### config.mk
export PLATFORM = sky130hd
export DESIGN_NAME = calc_sequencer
export DESIGN_NICKNAME = d
export VERILOG_FILES = /design/src/rtl/calc_sequencer_pkg.sv /design/src/rtl/calc_sequencer_seq_decode.sv /design/src/rtl/calc_sequencer.sv
export SDC_FILE = /design/constraint.sdc
export NUM_CORES = 1
export LEC_CHECK = 0
export BUFFER_PORTS_ARGS = -buffer_cell sky130_fd_sc_hd__buf_2
export CAP_MARGIN = 20
export CORE_AREA = 4 4 43 45
export CTS_CLUSTER_DIAMETER = 150
export DETAILED_ROUTE_END_ITERATION = 8
export DIE_AREA = 0 0 47 49
export PLACE_DENSITY = 0.68
export SETUP_SLACK_MARGIN = 0.5
export SYNTH_ARGS = -nofsm -noshare
export SYNTH_HDL_FRONTEND = slang
export SYNTH_SLANG_ARGS = --single-unit
export TNS_END_PERCENT = 5
### constraint.sdc
create_clock -name clk -period 3.1 [get_ports clk]
set_input_delay 0.465 -clock clk [delete_from_list [all_inputs] [get_ports clk]]
set_output_delay 0.465 -clock clk [all_outputs]
set_load 0.05 [all_outputs]
### src/rtl/calc_sequencer_pkg.sv
// Shared encodings for the calculator sequencer: register control codes,
// op codes, ULA selects and FSM states.
package calc_sequencer_pkg;

    // Register control codes, identical to those decoded by the X/Y/Z registers.
    typedef enum logic [2:0] {
        RC_HOLD   = 3'b000,
        RC_LOAD   = 3'b001,
        RC_SHIFTR = 3'b010,
        RC_SHIFTL = 3'b011,
        RC_CLEAR  = 3'b100
    } reg_code_e;

    typedef enum logic [2:0] {
        OP_NOP = 3'b000,
        OP_LDX = 3'b001,
        OP_ADD = 3'b010,
        OP_SUB = 3'b011,
        OP_SHL = 3'b100,
        OP_SHR = 3'b101,
        OP_CLR = 3'b110,
        OP_STZ = 3'b111
    } op_e;

    typedef enum logic [1:0] {
        SEL_ADD    = 2'b00,
        SEL_SUB    = 2'b01,
        SEL_PASS_X = 2'b10,
        SEL_PASS_Y = 2'b11
    } sel_e;

    typedef enum logic [1:0] {
        ST_IDLE = 2'b00,
        ST_EXEC = 2'b01,
        ST_DONE = 2'b10
    } state_e;

    function automatic logic is_shift(input op_e op);
        return (op == OP_SHL) || (op == OP_SHR);
    endfunction

endpackage

### src/rtl/calc_sequencer_seq_decode.sv
// Combinational control-word decode: maps (state, op) to the X/Y/Z register
// codes and the ULA select. Only EXEC issues a non-HOLD word.
module calc_sequencer_seq_decode
    import calc_sequencer_pkg::*;
#(
    parameter int CODE_W = 4,
    parameter int SEL_W  = 2
) (
    input  state_e            state,
    input  op_e               op,
    output logic [CODE_W-1:0] tx,
    output logic [CODE_W-1:0] ty,
    output logic [CODE_W-1:0] tz,
    output logic [SEL_W-1:0]  sel
);

    reg_code_e cx, cy, cz;
    sel_e      cs;

    always_comb begin
        cx = RC_HOLD;
        cy = RC_HOLD;
        cz = RC_HOLD;
        cs = SEL_PASS_X;
        if (state == ST_EXEC) begin
            case (op)
                OP_NOP: ;
                OP_LDX: cx = RC_LOAD;
                OP_ADD: begin cy = RC_LOAD; cs = SEL_ADD; end
                OP_SUB: begin cy = RC_LOAD; cs = SEL_SUB; end
                OP_SHL: cy = RC_SHIFTL;
                OP_SHR: cy = RC_SHIFTR;
                OP_CLR: begin cx = RC_CLEAR; cy = RC_CLEAR; cz = RC_CLEAR; end
                OP_STZ: begin cz = RC_LOAD; cs = SEL_PASS_Y; end
                default: ;
            endcase
        end
    end

    assign tx  = CODE_W'(cx);
    assign ty  = CODE_W'(cy);
    assign tz  = CODE_W'(cz);
    assign sel = SEL_W'(cs);

endmodule

### src/rtl/calc_sequencer.sv
// Calculator control FSM (IDLE/EXEC/DONE) sequencing the X/Y/Z registers and ULA.
// Optional macro SEQ_ABORT_EN adds an abort input that returns EXEC/DONE to IDLE.
module calc_sequencer
    import calc_sequencer_pkg::*;
#(
    parameter int CODE_W = 4,
    parameter int SEL_W  = 2,
    parameter int AMT_W  = 2
) (
    input  logic              clk,
    input  logic              rst,
    input  logic              start,
    input  logic [2:0]        op,
    input  logic [AMT_W-1:0]  amount,
`ifdef SEQ_ABORT_EN
    input  logic              abort,
`endif
    output logic [CODE_W-1:0] Tx,
    output logic [CODE_W-1:0] Ty,
    output logic [CODE_W-1:0] Tz,
    output logic [SEL_W-1:0]  selUla,
    output logic              busy,
    output logic              done
);

    state_e           state, state_nx;
    op_e              op_q;
    logic [AMT_W-1:0] amount_q;
    logic [AMT_W-1:0] cnt_q;
    logic             abort_i;
    logic             accept;
    logic             exec_last;

`ifdef SEQ_ABORT_EN
    assign abort_i = abort;
`else
    assign abort_i = 1'b0;
`endif

    // abort outranks start while idle, so a simultaneous pair launches nothing
    assign accept    = (state == ST_IDLE) && start && !abort_i;
    assign exec_last = !is_shift(op_q) || (cnt_q == amount_q - AMT_W'(1));

    always_ff @(posedge clk) begin
        if (rst) state <= ST_IDLE;
        else     state <= state_nx;
    end

    always_ff @(posedge clk) begin
        if (rst) begin
            op_q     <= OP_NOP;
            amount_q <= '0;
            cnt_q    <= '0;
        end else if (accept) begin
            op_q     <= op_e'(op);
            amount_q <= amount;
            cnt_q    <= '0;
        end else if (state == ST_EXEC) begin
            cnt_q    <= cnt_q + AMT_W'(1);
        end
    end

    always_comb begin
        state_nx = state;
        case (state)
            ST_IDLE: begin
                if (accept) begin
                    // a zero-length shift has no work, so it skips EXEC
                    if (is_shift(op_e'(op)) && (amount == '0)) state_nx = ST_DONE;
                    else                                      state_nx = ST_EXEC;
                end
            end
            ST_EXEC: begin
                if (abort_i)        state_nx = ST_IDLE;
                else if (exec_last) state_nx = ST_DONE;
                else                state_nx = ST_EXEC;
            end
            ST_DONE: state_nx = ST_IDLE;
            default: state_nx = ST_IDLE;
        endcase
    end

    always_comb begin
        busy = (state != ST_IDLE);
        done = (state == ST_DONE);
    end

    calc_sequencer_seq_decode #(
        .CODE_W(CODE_W),
        .SEL_W (SEL_W)
    ) u_decode (
        .state(state),
        .op   (op_q),
        .tx   (Tx),
        .ty   (Ty),
        .tz   (Tz),
        .sel  (selUla)
    );

endmodule

---- After elaboration in Yosys (flattened, before gate mapping) ----
Index checks and enable logic that the tools add are counted.
storage, ports and cells
  memories kept ........................... 0
  register bits after elaboration ......... 9
  bits in writable memories ............... 0
  input port bits ......................... 8
  memory bits (read-only) ................. 0
  bits in latches ......................... 0
operators by class
  muxes and demuxes ....................... 12
  shift operators ......................... 0
  multiply operators ...................... 0
  reductions and logical operators ........ 11
  order comparisons ....................... 0
  add/sub/neg operators ................... 2
  div/mod/pow operators ................... 0
  bitwise operators ....................... 0
  equality and inequality tests ........... 13
operators by type and width
  kind                   number
  $eq A3 B3 Y1 const B   6
  $pmux W3 S2            2
  $pmux W3 S4            1
  $mux W3                3
  $mux W2                4
  $eq A3 B2 Y1 const B   2
  $pmux W2 S3            1
  $logic_not A2 Y1       2
  $pmux W2 S2            1
  $reduce_or A2 Y1       2
  $eq A3 B1 Y1 const B   1
  $logic_or A1 B1 Y1     3
  $add A2 B1 Y2 const B  1
  $eq A2 B1 Y1 const B   1
  $eq A2 B2 Y1           1
  $eq A2 B2 Y1 const B   1
  $logic_and A1 B1 Y1    2
  $ne A2 B2 Y1 const B   1
  $reduce_bool A2 Y1     1
  $sub A2 B1 Y2 const B  1
  $logic_not A1 Y1       1

---- Longest topological paths before layout ----
Gate-level depths: netlist (run 1).
  depth in word-level cells ............... 6
  mapped depth ............................ 4
  mapped depth without buffers ............ 3

---- Hierarchy ----
A second synthesis (run 1) with hierarchy kept.
second synthesis, totals
  cells, all modules ...................... 63
  area total of the unflattened synthesis .. 566.8 µm²
modules (own cells, without submodules)
  module                     seq. area each (µm²)  times used  area an instance (µm²)  cells each
  calc_sequencer             180.2                 1           421.7                   44
  calc_sequencer_seq_decode  0.0                   1           145.1                   19

---- Worst setup path after synthesis (run 1) ----
Ideal clock, no wire load.
  path kind ............................... register to output
  start point ............................. reg state[0]
  end point ............................... out Ty[2]
  buffers on the path ..................... 2
  slack ................................... 483 ps
  data arrival time ....................... 2152 ps
  cell stages (with the launch flop) ...... 5
  cell sequence ........................... dfxtp_1 clkbuf_2 nand2b_1 nor3_1 buf_4
between the ends
  cells in the longest elaborated chain, start to end .. 2
ends and longest elaborated chain
  element                   RTL line                         RTL
  start: declaration        calc_sequencer.sv:26             state_e state, state_nx;
  start signal: assignment  calc_sequencer.sv:46             else state <= state_nx;
  $eq A2 B1 Y1              calc_sequencer_seq_decode.sv:25  if (state == ST_EXEC) begin
  $mux W3                   calc_sequencer_seq_decode.sv:25
  end: declaration          calc_sequencer.sv:19             output logic [CODE_W-1:0] Ty,
No other way between the ends.

---- Worst setup path in the final report (run 1) ----
  start point ............................. reg state[0]
  end point ............................... out Tx[0]
between the ends
  cells in the longest elaborated chain, start to end .. 2
ends and longest elaborated chain
  element           RTL line                         RTL
  $eq A2 B1 Y1      calc_sequencer_seq_decode.sv:25
  $mux W3           calc_sequencer_seq_decode.sv:25
  end: declaration  calc_sequencer.sv:18             output logic [CODE_W-1:0] Tx,
No other way between the ends.

==> impl_metrics.ini, run 1 <==
[synthesis]
synth_seq_cells = 9
syn_area_um2 = 557
yosys.area.top_type_share = 0.324
synth.avg_cell_area_um2 = 8.44
syn_inst = 66
ys_top_cells_by_count = nor2_1, dfxtp_1, mux2i_1
yosysWarnings = 0
synth_ff_type = dfxtp_1
synth.most_common_cell = nor2_1
yosysSeqAreaShare = 0.324
synth_cell_type_count = 27
yosysTopAreaCell = dfxtp_1
synth_area_leaders = dfxtp_1, mux2i_1, buf_4, nor2_1, nand2b_1
async_flop_share = 0
synth-edff-count = 0

[sta]
max_slew.worst_pin.slew_ns = 0.504
layout_min_cycle_time_ns = 1.96
fmax_mhz = 510
hold_viol = 0
fin_skew_ns = 0.00559
slew_violations = 0
setup_tns_ns = 0
slew-limit-headroom = 0.659
min_period_over_period = 0.632
rsz0062_at_grt = no
final-setup-viol-count = 0

[floorplanning]
die_y_um = 49
dieArea_um2 = 2300
start_util = 0.378
io_pins = 24
die_w_um = 47
fp-row-count = 14
fp.coreArea_um2 = 1470

[global_routing]
antenna_found_initial = 0
grt_max_degree = 12
grt_pass1_vias = 430
grt_overflow = 0
grt_util_all_layers = 0.107
grt_pass1_wl_mm = 1.83

[clock_network]
htree_levels = 1
root_buffer = clkbuf_4
clk_path_buf_depth = 2
cts_hold_buffers = 0
cts_made_buffers = 3
clock_latency_ns = 0.25
cts_resized = 0
clock_sinks = 9
cts_tree = done
post_cts_buffers = 0
clk_pin_slew_ns = 0.07

[power]
p_int_mw = 0.197
p_comb_frac = 0.246
switching_share = 0.335
pwr-share-clk = 0.297
leakagePower_nw = 0.321
peakVddDrop_mv = 0.138
p_per_area_nw_per_um2 = 447
switchingPower_mw = 0.0989
seq_power_share = 0.457
finalPower_mw = 0.296

[setup_path]
cp-end-kind = primary output
arrival_ns = 1.50
slowest_delay_ns = 0.53
r2r_slack_ns = 1.90
startpoint_type = flip-flop
worstPathRequired_ns = 2.63
crit_chain = and2b_4 > nand2_1 > nor3_1 > buf_2
critPathMaxFanout = 11
slowest_stage = dfxtp_1
crit_type = flip-flop to primary output

[cells_and_area]
n_antenna_cell = 0
layout.nets = 93
area_delta_synth_final_pct = 18.7
drive_above_1_share = 0.310
layout.cells.non_filler = 100

[drt]
via_count = 489
drtAntennaViolNets = 0
routed_wl_mm = 1.12
first_iter_violations = 7
detail_route.vias_per_cell = 4.89
routedWlPerCell_um = 11.2
firstDrtPassIters = 4
remaining_drc_errors = 0

[min_path]
hold_class = primary input to flip-flop

[run]
maxCapViolations = 0

[placed_design]
dpl.cell_count = 96
routabilityCongestion = 0.705
post-dp-hpwl_um = 924
portBuffers = 18

[run_status]
status = finished clean
## kinds of logic (layout without fill, tap and decap cells)
family | after synthesis | after routing | share of synthesized area
and+or+nand+nor | 33 | 33 | 0.339
DFF | 9 | 9 | 0.324
xor gates and xnor gates | 1 | 1 | 0.0157
muxes | 8 | 8 | 0.144
other | 1 | 5 | 0.00674
AOI/OAI and AO/OA | 6 | 6 | 0.0742
buffers and inverters | 8 | 22 | 0.0966
## power by group through the flow
stage	Combinational, mW	Clock (mW)	Sequential (mW)
floorplan	0.0672	0	0.133
global placement	0.0718	0	0.137
detailed placement	0.0728	0	0.138
CTS	0.0730	0.0903	0.135
global route	0.0785	0.0977	0.137
finish	0.0726	0.0878	0.135
## final cells by class
type | count | area (um^2)
Fill cell | 164 | 811
Multi-Input combinational cell | 53 | 343
Sequential cell | 9 | 180
Timing Repair Buffer | 18 | 90.1
Clock buffer | 3 | 22.5
Tap cell | 16 | 20.0
Clock inverter | 1 | 5.00
## worst max-delay path, delay by kind of cell (launching register included)
kind,cells,cell delay [ns]
flip-flops,1,0.53
AND/OR/NAND/NOR,3,0.44
buffers and inverters,1,0.28
## placed cells by master (no fill, tap or decap)
master    Yosys  final
o22ai_1       1      1
a21oi_1       1      1
nor4b_1       1      1
nor3b_1       1      1
nor3b_4       1      1
nand3b_1      2      2
and3_1        1      1
and2_1        1      1
o211a_1       1      1
nor2b_1       3      3
o21ai_0       1      1
nor3_2        0      1
a21o_1        1      1
conb_1        1      5
clkbuf_4      0      3
nor3_1        3      2
buf_2         0     18
and2b_4       1      1
dfxtp_1       9      9
nand2b_1      3      3
or2_2         1      1
nand3_1       1      1
clkinv_2      0      1
mux2i_1       8      8
nor2_1       10     10
o21bai_1      1      1
nand2_1       4      4
xnor2_1       1      1
## stage by stage
step	instance area (um^2)	setup slack, ns	hold slack [ns]	util
after floorplan	577	0.806	0.470	-
after global placement	633	1.43	0.485	0.430
after detailed placement	633	1.41	0.496	0.430
after CTS	661	1.13	0.450	0.449
after global routing	661	1.03	0.464	0.449
final	661	1.14	0.452	0.449
## layer usage
layer / global-route usage / part of all wire
met1: 0.122 / 0.38
met2: 0.176 / 0.53
met3: 0.0332 / 0.081
met4: 0.0415 / 0.011
met5: 0 / 0
## sequential cells by signal, indices dropped and copies added (netlist names)
| signal | cells |
|---|---|
| amount_q | 2 |
| cnt_q | 2 |
| op_q | 3 |
| state | 2 |
## path summary, 6_finish.rpt
path,start,endpoint,cells past startpoint
max,state[0]$_SDFFE_PP0P_,Tx[0],4
min,op[2],op_q[2]$_SDFFE_PP0P_,3
max reg2reg,state[0]$_SDFFE_PP0P_,op_q[0]$_SDFFE_PP0P_,3
min reg2reg,cnt_q[1]$_SDFFE_PP0P_,cnt_q[1]$_SDFFE_PP0P_,2
Power figures use the tool's default switching activity.
==> run 2: changes to the inputs <==
Clock period 3.1 ns to 2.05 ns, I/O delays scaled along.
==> run 2 against run 1 <==
Combinational power rose by 80%. Critical path type unchanged. Flip-flop and latch count did not move. Utilization is 7.8 points higher. Largest cell class unchanged. Largest power group unchanged. Clock skew is 0.0051 ns lower. Clock-buffer cell count unchanged. Via count is 2.9% higher.
==> impl_metrics.ini, run 2 (same netlist as run 1, synthesis figures left out) <==
[run_status]
status = finished clean

[sta]
setup_tns_ns = 0
hold_viol = 0
slew_violations = 0
max_slew.worst_pin.slew_ns = 0.524
rsz0062_at_grt = yes
fin_skew_ns = 0.000476
min_period_over_period = 0.765
fmax_mhz = 638
layout_min_cycle_time_ns = 1.57
final-setup-viol-count = 0
slew-limit-headroom = 0.646

[drt]
first_iter_violations = 7
firstDrtPassIters = 4
drtAntennaViolNets = 0
drt-met1-wl_um = 540
via_count = 503
detail_route.vias_per_cell = 4.75
top_layer = met4
met3_length_um = 92
routed_wl_mm = 1.26
remaining_drc_errors = 0
routedWlPerCell_um = 11.9
wl_met2_um = 587

[cells_and_area]
post-route-util = 0.527
top_register = op_q
drive_above_1_share = 0.467
multi_input_area_um2 = 375
fillers = 138
final-seq-area_um2 = 193
layout.cells.non_filler = 106
largest_register_ff_count = 3
area_delta_synth_final_pct = 39.3
n_antenna_cell = 0
layout.nets = 99
most-common-layout-cells = buf_2, buf_4, nor2_1, mux2i_1

[placed_design]
post-dp-hpwl_um = 942
portBuffers = 18
dpl.cell_count = 96
routabilityCongestion = 0.776

[setup_path]
cp-end-kind = primary output
arrival_ns = 1.26
crit_chain = and2b_4 > nand2_2 > nor3_4 > buf_6
startpoint_type = flip-flop
crit_type = flip-flop to primary output
critPathMaxFanout = 5
worst_path_dominant_cell_family = simple AND/OR/NAND/NOR gates
slowest_delay_ns = 0.34
critical_path_buf_inv_count = 1
slowest_stage = dfxtp_4
worstPathRequired_ns = 1.74

[floorplanning]
fp-row-count = 14
io_pins = 24
dieArea_um2 = 2300
fp.coreArea_um2 = 1470
start_util = 0.378
die_w_um = 47
die_y_um = 49

[clock_network]
cts_made_buffers = 3
root_buffer = clkbuf_4
cts_tree = done
clock_sinks = 9
clk_pin_slew_ns = 0.07
htree_levels = 1
clock_latency_ns = 0.27
cts_hold_buffers = 0
clk_path_buf_depth = 2

[global_routing]
grt_util_all_layers = 0.113
grt_pass1_wl_mm = 1.90
grt_overflow = 0
grt_max_degree = 12
grt_pass1_vias = 430
antenna_found_initial = 0

[power]
p_per_area_nw_per_um2 = 614
peakVddDrop_mv = 0.360
leakagePower_nw = 0.359

[run]
maxCapViolations = 0

[min_path]
hold_class = primary input to flip-flop
[run 2: changes by cell type in the layout (fill, tap and decap cells not counted), sizes merged]
cell  delta
buf      +6
[run 2: per-stage QoR]
| step | area (um^2) | worst slack (ns) | hold slack [ns] | power, mW |
|---|---|---|---|---|
| 4_1_cts | 743 | 0.470 | 0.280 | 0.474 |
| 3_3_place_gp | 658 | 0.513 | 0.492 | 0.320 |
| 2_1_floorplan | 602 | 0.323 | 0.455 | 0.307 |
| 3_5_place_dp | 658 | 0.472 | 0.499 | 0.323 |
| 6_report | 776 | 0.482 | 0.286 | 0.476 |
| 5_1_grt | 776 | 0.431 | 0.300 | 0.499 |
[run 2: area by class of cell]
type                       instances  share of cell area
clock inverter                     1             0.00645
sequential                         9               0.248
clock buffer                       3              0.0290
timing repair buffer              24               0.206
tap                               16              0.0258
multi-input combinational         53               0.484
[run 2: path summary, 6_finish.rpt]
check / from / end / slack [ns] / cells past startpoint
worst max register to register: state[1]$_SDFFE_PP0P_ / op_q[2]$_SDFFE_PP0P_ / 0.64 / 5
worst min-delay path: op[0] / op_q[0]$_SDFFE_PP0P_ / 0.29 / 3
worst max-delay path: state[1]$_SDFFE_PP0P_ / Tx[0] / 0.48 / 4
worst min register to register: cnt_q[1]$_SDFFE_PP0P_ / cnt_q[1]$_SDFFE_PP0P_ / 0.51 / 2
[run 2: power breakdown]
| part | leakage [nW] | internal (mW) | total, mW | switching (mW) |
|---|---|---|---|---|
| Clock | 0.0177 | 0.0723 | 0.143 | 0.0706 |
| Combinational | 0.265 | 0.0509 | 0.131 | 0.0798 |
| Sequential | 0.0763 | 0.186 | 0.203 | 0.0171 |
[run 2: worst register-to-register path: cells and delay by family, from the launching register on]
family	cells	cell delay [ns]
buffers and inverters	2	0.27
muxes	1	0.25
DFF	1	0.34
and+or+nand+nor	2	0.44
[run 2: layer usage]
| metal | GRT usage | up-vias |
|---|---|---|
| met5 | 0 | - |
| met4 | 0.0691 | 0 |
| met3 | 0.0258 | 5 |
| li1 | - | 260 |
| met2 | 0.174 | 17 |
| met1 | 0.136 | 221 |
[run 2: timing repair]
item	in CTS	in global routing
setup endpoints to repair	10	9
setup buffers	2	4
gates resized for setup	18	1
